`src/rtl/fb_arbiter.sv`:
```
// Frame buffer arbiter: one single-port memory shared by a VGA reader (absolute
// priority) and a camera writer queued through a small write FIFO.
module fb_arbiter #(
   parameter int ADDR_W     = 19,
   parameter int DATA_W     = 12,
   parameter int FIFO_DEPTH = 8,
   parameter int MEM_LAT    = 1
) (
   input  logic                            clk,
   input  logic                            rst,
   input  logic                            rd_req,
   input  logic [ADDR_W-1:0]               rd_addr,
   output logic [DATA_W-1:0]               rd_data,
   output logic                            rd_valid,
   input  logic                            wr_req,
   input  logic [ADDR_W-1:0]               wr_addr,
   input  logic [DATA_W-1:0]               wr_data,
   output logic                            wr_full,
   output logic [$clog2(FIFO_DEPTH):0]     fifo_level,
   output logic                            overflow,
   input  logic                            ovf_clr,
   output logic                            mem_en,
   output logic                            mem_we,
   output logic [ADDR_W-1:0]               mem_addr,
   output logic [DATA_W-1:0]               mem_wdata,
   input  logic [DATA_W-1:0]               mem_rdata
);

   localparam int PTR_W = $clog2(FIFO_DEPTH);
   localparam int LVL_W = PTR_W + 1;

   typedef enum logic [1:0] {
      IDLE,
      RD,
      WR
   } state_t;

   state_t state;
   state_t next_state;

   logic              rd_req_q;
   logic [ADDR_W-1:0] rd_addr_q;

   logic [ADDR_W-1:0] fifo_addr [FIFO_DEPTH];
   logic [DATA_W-1:0] fifo_data [FIFO_DEPTH];
   logic [PTR_W-1:0]  wr_ptr;
   logic [PTR_W-1:0]  rd_ptr;
   logic [LVL_W-1:0]  count;
   logic              push;
   logic              pop;
   logic              drop;

   logic [MEM_LAT:0]  valid_pipe;

   assign wr_full    = (count == LVL_W'(FIFO_DEPTH));
   assign fifo_level = count;
   assign push       = wr_req && !wr_full;
   assign drop       = wr_req && wr_full;
   assign pop        = (next_state == WR);

   // Grant decision uses the registered read request, so a queued write can
   // only win when no read was seen on the previous cycle.
   always_comb begin
      next_state = IDLE;
      mem_en     = 1'b0;
      mem_we     = 1'b0;
      if (rd_req_q) begin
         next_state = RD;
      end else if (count != '0) begin
         next_state = WR;
      end
      if (state != IDLE) begin
         mem_en = 1'b1;
      end
      if (state == WR) begin
         mem_we = 1'b1;
      end
   end

   // Memory address/data are loaded on the edge that enters RD or WR and
   // simply hold while idle.
   always_ff @(posedge clk) begin
      if (rst) begin
         state     <= IDLE;
         rd_req_q  <= 1'b0;
         rd_addr_q <= '0;
         mem_addr  <= '0;
         mem_wdata <= '0;
      end else begin
         state     <= next_state;
         rd_req_q  <= rd_req;
         rd_addr_q <= rd_addr;
         if (next_state == RD) begin
            mem_addr <= rd_addr_q;
         end else if (next_state == WR) begin
            mem_addr  <= fifo_addr[rd_ptr];
            mem_wdata <= fifo_data[rd_ptr];
         end
      end
   end

   always_ff @(posedge clk) begin
      if (rst) begin
         wr_ptr   <= '0;
         rd_ptr   <= '0;
         count    <= '0;
         overflow <= 1'b0;
      end else begin
         if (push) begin
            wr_ptr <= wr_ptr + 1'b1;
         end
         if (pop) begin
            rd_ptr <= rd_ptr + 1'b1;
         end
         if (push && !pop) begin
            count <= count + 1'b1;
         end else if (pop && !push) begin
            count <= count - 1'b1;
         end
         // A drop wins over a simultaneous clear so no lost word goes unreported.
         if (drop) begin
            overflow <= 1'b1;
         end else if (ovf_clr) begin
            overflow <= 1'b0;
         end
      end
   end

   always_ff @(posedge clk) begin
      if (push && !rst) begin
         fifo_addr[wr_ptr] <= wr_addr;
         fifo_data[wr_ptr] <= wr_data;
      end
   end

   // One valid bit per issued read, aligned so the last stage coincides with
   // mem_rdata being valid.
   always_ff @(posedge clk) begin
      if (rst) begin
         valid_pipe <= '0;
         rd_valid   <= 1'b0;
         rd_data    <= '0;
      end else begin
         valid_pipe[0] <= (next_state == RD);
         for (int i = 1; i <= MEM_LAT; i++) begin
            valid_pipe[i] <= valid_pipe[i-1];
         end
         rd_valid <= valid_pipe[MEM_LAT];
         if (valid_pipe[MEM_LAT]) begin
            rd_data <= mem_rdata;
         end
      end
   end

endmodule

```
`config.mk`:
```
export PLATFORM = sky130hd
export DESIGN_NAME = fb_arbiter
export DESIGN_NICKNAME = d
export VERILOG_FILES = /design/src/rtl/fb_arbiter.sv
export SDC_FILE = /design/constraint.sdc
export NUM_CORES = 1
export LEC_CHECK = 0
export BUFFER_PORTS_ARGS = -buffer_cell sky130_fd_sc_hd__clkbuf_2
export CAP_MARGIN = 20
export CORE_MARGIN = 5
export CORE_UTILIZATION = 60
export DETAILED_ROUTE_END_ITERATION = 16
export GPL_TIMING_DRIVEN = 1
export PLACE_DENSITY = 0.81
export SLEW_MARGIN = 20
export SYNTH_ARGS = -nofsm -noshare
export SYNTH_HDL_FRONTEND = slang
export SYNTH_SLANG_ARGS = --single-unit
```
`constraint.sdc`:
```
create_clock -name clk -period 7.1 [get_ports clk]
set_input_delay 1.065 -clock clk [delete_from_list [all_inputs] [get_ports clk]]
set_output_delay 1.065 -clock clk [all_outputs]
set_load 0.005 [all_outputs]
```
; Yosys cells after proc, flatten, opt, wreduce, memory -nomap -nowiden
; Memory sizes are Yosys's and may differ from the RTL's. A register that Yosys moved wholly into a read port is not among the register bits.
; Index checks and enable logic that the tools add are counted.
[totals]
regBits = 67
mem_bits_rw = 248
inputBits = 67
out_inout_bits = 52
elab_cells = 51
n_memories = 2
[classes]
add_sub_neg = 4
n_eq_ne = 4
n_mux = 14
bitwise = 1
n_reduce_logical = 15
[mem_list]
columns = name, depth, width, read_ports, rd_clocked_by_memory_dff, write_ports, line
row1 = fifo_addr, 8, 19, 1, 1, 1, 44  ; logic [ADDR_W-1:0] fifo_addr [FIFO_DEPTH];
row2 = fifo_data, 8, 12, 1, 1, 1, 45  ; logic [DATA_W-1:0] fifo_data [FIFO_DEPTH];
[op_table]
columns = cell, count
row1 = 19-bit two-way mux, 2
row2 = 4-bit two-way mux, 2
row3 = 2-bit nonzero test, 4
row4 = 3-bit by 1-bit adder with 3-bit output (second input constant), 2
row5 = 1-bit two-way mux, 6
row6 = 3-bit two-way mux, 2
row7 = 1-bit logical AND, 5
row8 = 4-bit by 1-bit adder with 4-bit output (second input constant), 1
row9 = 2-bit == test (second input constant), 2
row10 = 4-bit == test (second input constant), 1
row11 = 1-bit logical NOT, 4
row12 = 2-bit two-way mux, 2
row13 = 4-bit nonzero test, 1
row14 = 4-bit by 1-bit subtractor with 4-bit output (second input constant), 1
row15 = 2-bit by 1-bit == test with 1-bit output (second input constant), 1
row16 = 2-bit AND reduction, 1
row17 = 1-bit inverter, 1

; Logic depth before layout (Yosys ltp)
; Gate-level depths: netlist of the first run.
[depth]
word_depth = 7
depth_mapped = 10
mapped_depth_nobuf = 10

; Worst setup path after synthesis of the first run
; No wires, ideal clock.
[synth_path]
kind = input-to-reg
startpoint = input rst
endpoint = memory fifo_addr[3][0], enable pin
setup_time_ns = 0.458
t_arrival_ns = 3.774
required_time_ns = 6.642
slack_ns = 2.869
stages = 4
path_buffers = 2
cell_sequence = clkbuf_1 clkbuf_1 nand3b_1 nor3_1
[synth_between]
elab_chain_len = 4
[synth_rtl]
columns = element, line
row1 = "start, declared", 10  ; input logic rst,
row2 = 1-bit logical NOT, 130  ; if (push && !rst) begin
row3 = 1-bit logical AND, 130
row4 = 1-bit two-way mux, 130
row5 = 1-bit two-way mux (implied by the code), 131  ; fifo_addr[wr_ptr] <= wr_addr;
row6 = "end, declared", 44
; Every way passes these cells.

; Worst setup path after layout of the first run
[layout_path]
startpoint = register rd_req_q
endpoint = register count[3] (netlist: fifo_level[3])
[layout_between]
elab_chain_len = 5
word_cells_on_any_way = 7
classes_between = 1 x eq/ne / 2 x mux / 4 x reduce/logical
[layout_rtl]
columns = element, line
row1 = "start, declared", 41  ; logic rd_req_q;
row2 = "start signal, assigned", 91  ; rd_req_q <= rd_req;
row3 = 2-bit two-way mux *, 67  ; if (rd_req_q) begin
row4 = 2-bit == test *, 59  ; assign pop = (next_state == WR);
row5 = 1-bit logical NOT, 115  ; if (push && !pop) begin
row6 = 1-bit logical AND, 115
row7 = 4-bit two-way mux / 2-bit nonzero test (equally long branches), --
row8 = "end signal, assigned", 116  ; count <= count + 1'b1;
row9 = "end signal, assigned", 118  ; count <= count - 1'b1;
row10 = "end, declared", 48  ; logic [LVL_W-1:0] count;
; Mark *: on every way between the ends. The rest lies on a longest branch, timed or not.
; A chain may end at the register's enable or synchronous reset.

==> impl_results.md, run 1 <==
- Status: finished clean
- Initial antenna violation count: 1
- Post-synthesis sequential area ratio: between 70% and 80%
- Crit. End Element: flop
- Vias per cell: between 6 and 7
- RSZ-0062 raised after global routing: no
- CTS Hold Bufs: 0
- Yosys Warn Count: 0
- Initial Util: around three fifths
- Synth unique cells: 40
- Tcrit/Tclk final: between 40% and 50%
- Syn Area/Cell: roughly 18 µm²
- Synth Instances: 670
- Leading post-synthesis cells by cell area: edfxtp_1, dfxtp_1, mux4_2
- Max Root-Sink Buffers: 3
- Dpl cell area: around 0.013 mm²
- Skew final: roughly 0.0092 ns
- Final setup fails: 0
- DRC: 0
- Postcts setup bufs: 0
- Top_reg_cell synth: edfxtp_1
- Clk slew on worst S/H paths: ~0.06 ns
- Transition time of the tightest slew-check pin: 1.09 ns
- CTS tree: done
- Final Hold Fails: 0
- Syn Nets: 743
- Final WL: between 20000 and 30000 µm
- EDFF count, synth: between 200 and 250
- Clk Latency, worst-skew pair: between 0.5 and 0.6 ns
- Worst vdd ir: approximately 0.19 mV
- Largest area contributor in the netlist: edfxtp_1
- Worst Hold Slack: 0.442 ns
- Vias: 6539
- Resized Gates After CTS: 0
- Htree depth: 1
- DP Wirelength: between 15000 and 20000 µm
- # nets final: 865
- Site Rows: 52
- Synth async-reset ratio: 0%
- DR pass1 iterations: 6
- Top-count cell post-synth: edfxtp_1
- Power Dens Cells: ~350 mW/mm²
- Num CTS Buffers: 31
- Period minus WS final: roughly 3.3 ns
- WL/cell: between 20 and 25 µm
- Io pins: 119
- Setup ws final: about 3.8 ns
- Post-synth top area share: 61.3%
- Routability cong.: about 0.74
- Final instance area: roughly 0.014 mm²
- Worst rel slew slack: around 27%
- N_diodes: 0
- Fmax: approximately 300 MHz
- First-pass GRT wire length: roughly 40000 µm
- Number of max-cap violations: 0
- Critical Path AT: approximately 3.8 ns
- Worst path required time: 7.53 ns
- Clk sinks: 330
- Layout cells sized above 1: around a third
- Max-slew violations: 0
- Layout area overhead: 16.0%
- Largest net degree at the start of global routing: 86
- P_leak: about 5 nW
- Setup WS pre-CTS: about 3.2 ns
- Port Buffers: 118
- Die height: ~150 µm
- Initial DRC Count: about 550
- Fin Setup TNS: 0 ns
- Die width: around 150 µm
- Critical path class: flop to flop
- Flops & latches, synth: 330
- Total track usage: 22.3%
- Grt total ovfl: 0
- Synth top cells by count: edfxtp_1, dfxtp_1, nor2_1
- Startpoint types: flop
- Synthesized area: around 0.012 mm²
- Hold Crit Class: flop to flop
- Max Fanout on Critical Path: 25
- Vias in the first global route: 7021
- DRT antenna net count: 0
- Core ar.: slightly above 0.02 mm²
- Clk root buf: clkbuf_16
- Die ar.: 0.0232 mm²
==> worst max-delay path, cell delays in order, from the launching register on <==
cell,delay (ns)
dfxtp_1,0.66
nor2_2,0.87
inv_2,0.07
ha_1,0.23
inv_1,0.14
ha_1,0.29
a21oi_1,0.22
a211oi_1,0.12
a31oi_1,0.23
mux2_1,0.37
==> state kept, by name, summed over array words and instances (netlist names), 2 cells and up, named ones only <==
name,cells
valid_pipe,2
fifo_level,4
rd_addr_q,19
rd_data,12
mem_addr,19
wr_ptr,3
state,2
fifo_addr,152
fifo_data,96
rd_ptr,3
mem_wdata,12
==> power breakdown <==
group / total, mW / leakage, nW / internal [mW] / switching [mW]
combinational: 0.955 / 1.44 / 0.450 / 0.505
sequential: 2.35 / 2.92 / 2.21 / 0.137
clock: 1.62 / 0.500 / 0.946 / 0.675
==> worst paths after layout <==
path            startpoint       endpoint  slack, ns  cells past startpoint
max               rd_req_q  fifo_level[3]       3.75                      9
min          valid_pipe[0]  valid_pipe[1]       0.44                      1
max reg2reg       rd_req_q  fifo_level[3]       3.75                      9
min reg2reg  valid_pipe[0]  valid_pipe[1]       0.44                      1
==> cell families (layout without fill, tap and decap cells) <==
kind of cell / count (synthesis) / count (layout) / synth area share, %
fa+ha+maj: 6 / 6 / 0.679
buf+inv: 46 / 192 / 1.92
compound gates: 43 / 43 / 2.79
xor+xnor: 6 / 6 / 0.432
flops: 330 / 330 / 74.8
mux: 90 / 90 / 13.5
simple gates: 149 / 149 / 5.96
==> routing by layer <==
layer  routed length, µm  track usage [%]  up-vias
li1                    -                -     2871
met4                 788             7.92        2
met1                9870             28.7     3312
met2               13300             38.2      295
met5                   7                0        -
met3                2000             4.43       59
==> metrics by stage <==
step	total power, mW	std cells	util, %
after CTS	4.95	1083	69.7
after global placement	3.27	1026	64.6
after global routing	5.13	1086	70.1
final	4.93	1086	70.1
after detailed placement	3.32	1026	64.7
after floorplan	3.01	670	-
==> layout make-up <==
class | count | area, µm²
clock buffers | 45 | 898
clock inverters | 12 | 115
fillers | 1203 | 6000
inverters | 6 | 22.5
multi-input cells | 294 | 2910
flip-flops and latches | 330 | 9090
well taps | 270 | 338
repair buffers | 129 | 726
==> cell usage in the layout (no fill, tap or decap), types with 5 or more instances in the layout <==
master	instances
a21oi_1	5
a22oi_1	5
buf_4	8
clkbuf_1	7
clkbuf_16	31
clkbuf_2	117
clkbuf_8	7
clkinv_2	8
dfxtp_1	80
edfxtp_1	248
ha_1	5
inv_2	5
mux2i_1	30
mux4_2	56
nand2_1	9
nor2_1	54
nor2b_1	25
nor3_1	38
o221a_2	11
o22ai_1	17
Note: power is estimated with default switching activity, not from simulation.
==> run 2: changes to the inputs <==
--- a/config.mk
+++ b/config.mk
@@ -8,10 +8,10 @@
 export BUFFER_PORTS_ARGS = -buffer_cell sky130_fd_sc_hd__clkbuf_2
 export CAP_MARGIN = 20
 export CORE_MARGIN = 5
-export CORE_UTILIZATION = 60
+export CORE_UTILIZATION = 58
 export DETAILED_ROUTE_END_ITERATION = 16
 export GPL_TIMING_DRIVEN = 1
-export PLACE_DENSITY = 0.81
+export PLACE_DENSITY = 0.78
 export SLEW_MARGIN = 20
 export SYNTH_ARGS = -nofsm -noshare
 export SYNTH_HDL_FRONTEND = slang
==> constraint.sdc (replaced) <==
create_clock -name clk -period 3.15 [get_ports clk]
set_input_delay 0.4725 -clock clk [delete_from_list [all_inputs] [get_ports clk]]
set_output_delay 0.4725 -clock clk [all_outputs]
set_load 0.005 [all_outputs]
==> run 2 against run 1 <==
Effect of this change:
- non-clock buffer count grew 7
- clock power grew 120%
- hold slack lost 0.30 ns
- critical path depth grew 1
- sequential power grew 120%
- first-iteration DRC count shrank 13%
- die area grew 3.2%
- clock skew grew 0.0021 ns
- final area grew 0.32%
- critical path type unchanged
==> impl_results.md, run 2 (synthesis gave the netlist of run 1 again) <==
- Max reg flops: 152
- Postcts setup bufs: 0
- Resized Gates After CTS: 0
- Max Fanout on Critical Path: 7
- Final setup fails: 0
- Transition time of the tightest slew-check pin: slightly below 0.9 ns
- N_diodes: 0
- Kind of cell adding the most delay to the critical path: simple AND/OR/NAND/NOR gates
- Reg2reg end: fifo_level[3]
- RSZ-0062 raised after global routing: no
- Most flops, register: fifo_addr
- Largest regs: fifo_addr x152, fifo_data x96
- Vias per cell: 6.00
- Startpoint types: flop
- DRC: 0
- Hold Crit Class: primary input to flop
- Core ar.: about 0.021 mm²
- Critical Path AT: roughly 3.3 ns
- Initial DRC Count: 480
- Max Root-Sink Buffers: 3
- Clk root buf: clkbuf_16
- FF-to-FF Start: fifo_level[0]
- CP max-delay cell: or4b_1
- Hold endpoint: rd_addr_q[1]
- Grt total ovfl: 0
- Placed cells: roughly 1000
- DP Wirelength: between 15000 and 20000 µm
- Clk Latency, worst-skew pair: about 0.54 ns
- Routability cong.: 0.837
- Commonest cells after routing, fill and taps aside: edfxtp_1, clkbuf_2, dfxtp_1
- Hold_sp: rd_addr[1]
- Site Rows: between 50 and 60
- Layout area overhead: 16.4%
- Layout cells sized above 1: roughly a third
- Final WL: 26100 µm
- Vias in the first global route: approximately 7000
- Critical path class: flop to flop
- Die ar.: around 0.024 mm²
- Largest net degree at the start of global routing: between 60 and 70
- Tcrit/Tclk final: around 90%
- Final std cells w/o fill: approximately 1100
- Crit-path cells: or4b_1, nand2_1, inv_2, ha_1, inv_1, ha_1, a21oi_1, a211oi_1, a31oi_1, mux2_1
- Vias: 6583
- Crit. End Element: flop
- Most common cell after layout, fill and taps aside: edfxtp_1
- Port Buffers: 118
- Die height: approximately 150 µm
- DRT antenna net count: 0
- First-pass GRT wire length: 40500 µm
- CTS Hold Bufs: 0
- Die width: 155 µm
- Worst rel slew slack: ~42%
- Num CTS Buffers: 31
- Status: finished clean
- Skew final: 0.0114 ns
- Clk sinks: 330
- Worst path required time: ~3.6 ns
- Initial antenna violation count: 1
- DR pass1 iterations: 5
- Path depth of the worst reg2reg path: 10
- Worst path bufs/invs: 2
- Fmax: between 300 and 400 MHz
- P_leak: about 4.9 nW
- Max-slew violations: 0
- Final Hold Fails: 0
- Period minus WS final: approximately 2.8 ns
- Worst vdd ir: ~0.53 mV
- Fin Setup TNS: 0 ns
- Clk slew on worst S/H paths: roughly 0.060 ns
- # nets final: roughly 870
- R2r setup slk: approximately 0.32 ns
- Worst hold path stage count: 2
- CTS tree: done
- Htree depth: 1
- Initial Util: slightly below 60%
- Io pins: between 100 and 150
- Total track usage: between 20% and 30%
- Number of max-cap violations: 0
- WL/cell: 23.7 µm
- Crit-path max cell delay: about 0.63 ns
- Most frequent CP cell: ha_1
- Power Dens Cells: 777 mW/mm²
- CP Depth: 10
==> run 2: changes by cell type in the layout (fill, tap and decap cells not counted), moves of 3 or more <==
cell / previous run / this run
buf_12: 1 / 7
clkbuf_1: 7 / 10
buf_4: 8 / 11
clkinv_2: 8 / 5
clkinv_1: 0 / 6
clkbuf_8: 7 / 0
==> run 2: metal layers <==
layer	share of wire, %	GRT usage [%]
met1	39	29.1
met2	51	38.0
met3	7.5	3.83
met4	3.1	7.32
met5	0.042	0
==> run 2: cell type report <==
class                           count  area [µm²]
Clock buffer                       42         838
Timing Repair Buffer              136         813
Inverter                            6        22.5
Fill cell                        1309        6680
Sequential cell                   330        9090
Multi-Input combinational cell    294        2910
Clock inverter                     15         128
Tap cell                          275         344
==> run 2: power breakdown <==
group	internal (mW)	switching (mW)	total, mW
sequential	4.99	0.255	5.25
clock	2.03	1.50	3.53
combinational	1.05	1.18	2.22
==> run 2: worst max path at each step <==
stage                 endpoint  slack (ns)     startpoint
6_report         fifo_level[3]        0.32  fifo_level[0]
3_5_place_dp     fifo_level[3]        0.34  fifo_level[0]
5_1_grt          fifo_level[3]        0.13  fifo_level[0]
3_3_place_gp     fifo_level[3]        0.53  fifo_level[0]
4_1_cts          fifo_level[3]        0.33  fifo_level[0]
2_1_floorplan  fifo_addr[7][0]        0.34  fifo_level[0]
==> run 2: per-stage QoR <==
step	cell area (µm²)	util, %	hold slack [ns]	worst slack, ns	total power [mW]
6_report	14100	67.9	0.140	0.318	11.0
5_1_grt	14100	67.9	0.134	0.129	11.5
4_1_cts	14100	67.9	0.125	0.330	11.1
3_5_place_dp	13200	63.3	0.430	0.337	7.54
3_3_place_gp	13200	63.3	0.420	0.531	7.43
2_1_floorplan	12200	-	0.414	0.338	6.79
==> run 2: worst register-to-register path: cells and delay by family (launching register included) <==
family,cells,cell delay (ns)
AOI/OAI and AO/OA,3,0.50
and+or+nand+nor,2,0.78
DFF,1,0.40
buffers and inverters,2,0.21
adders and majority gates,2,0.49
muxes,1,0.35
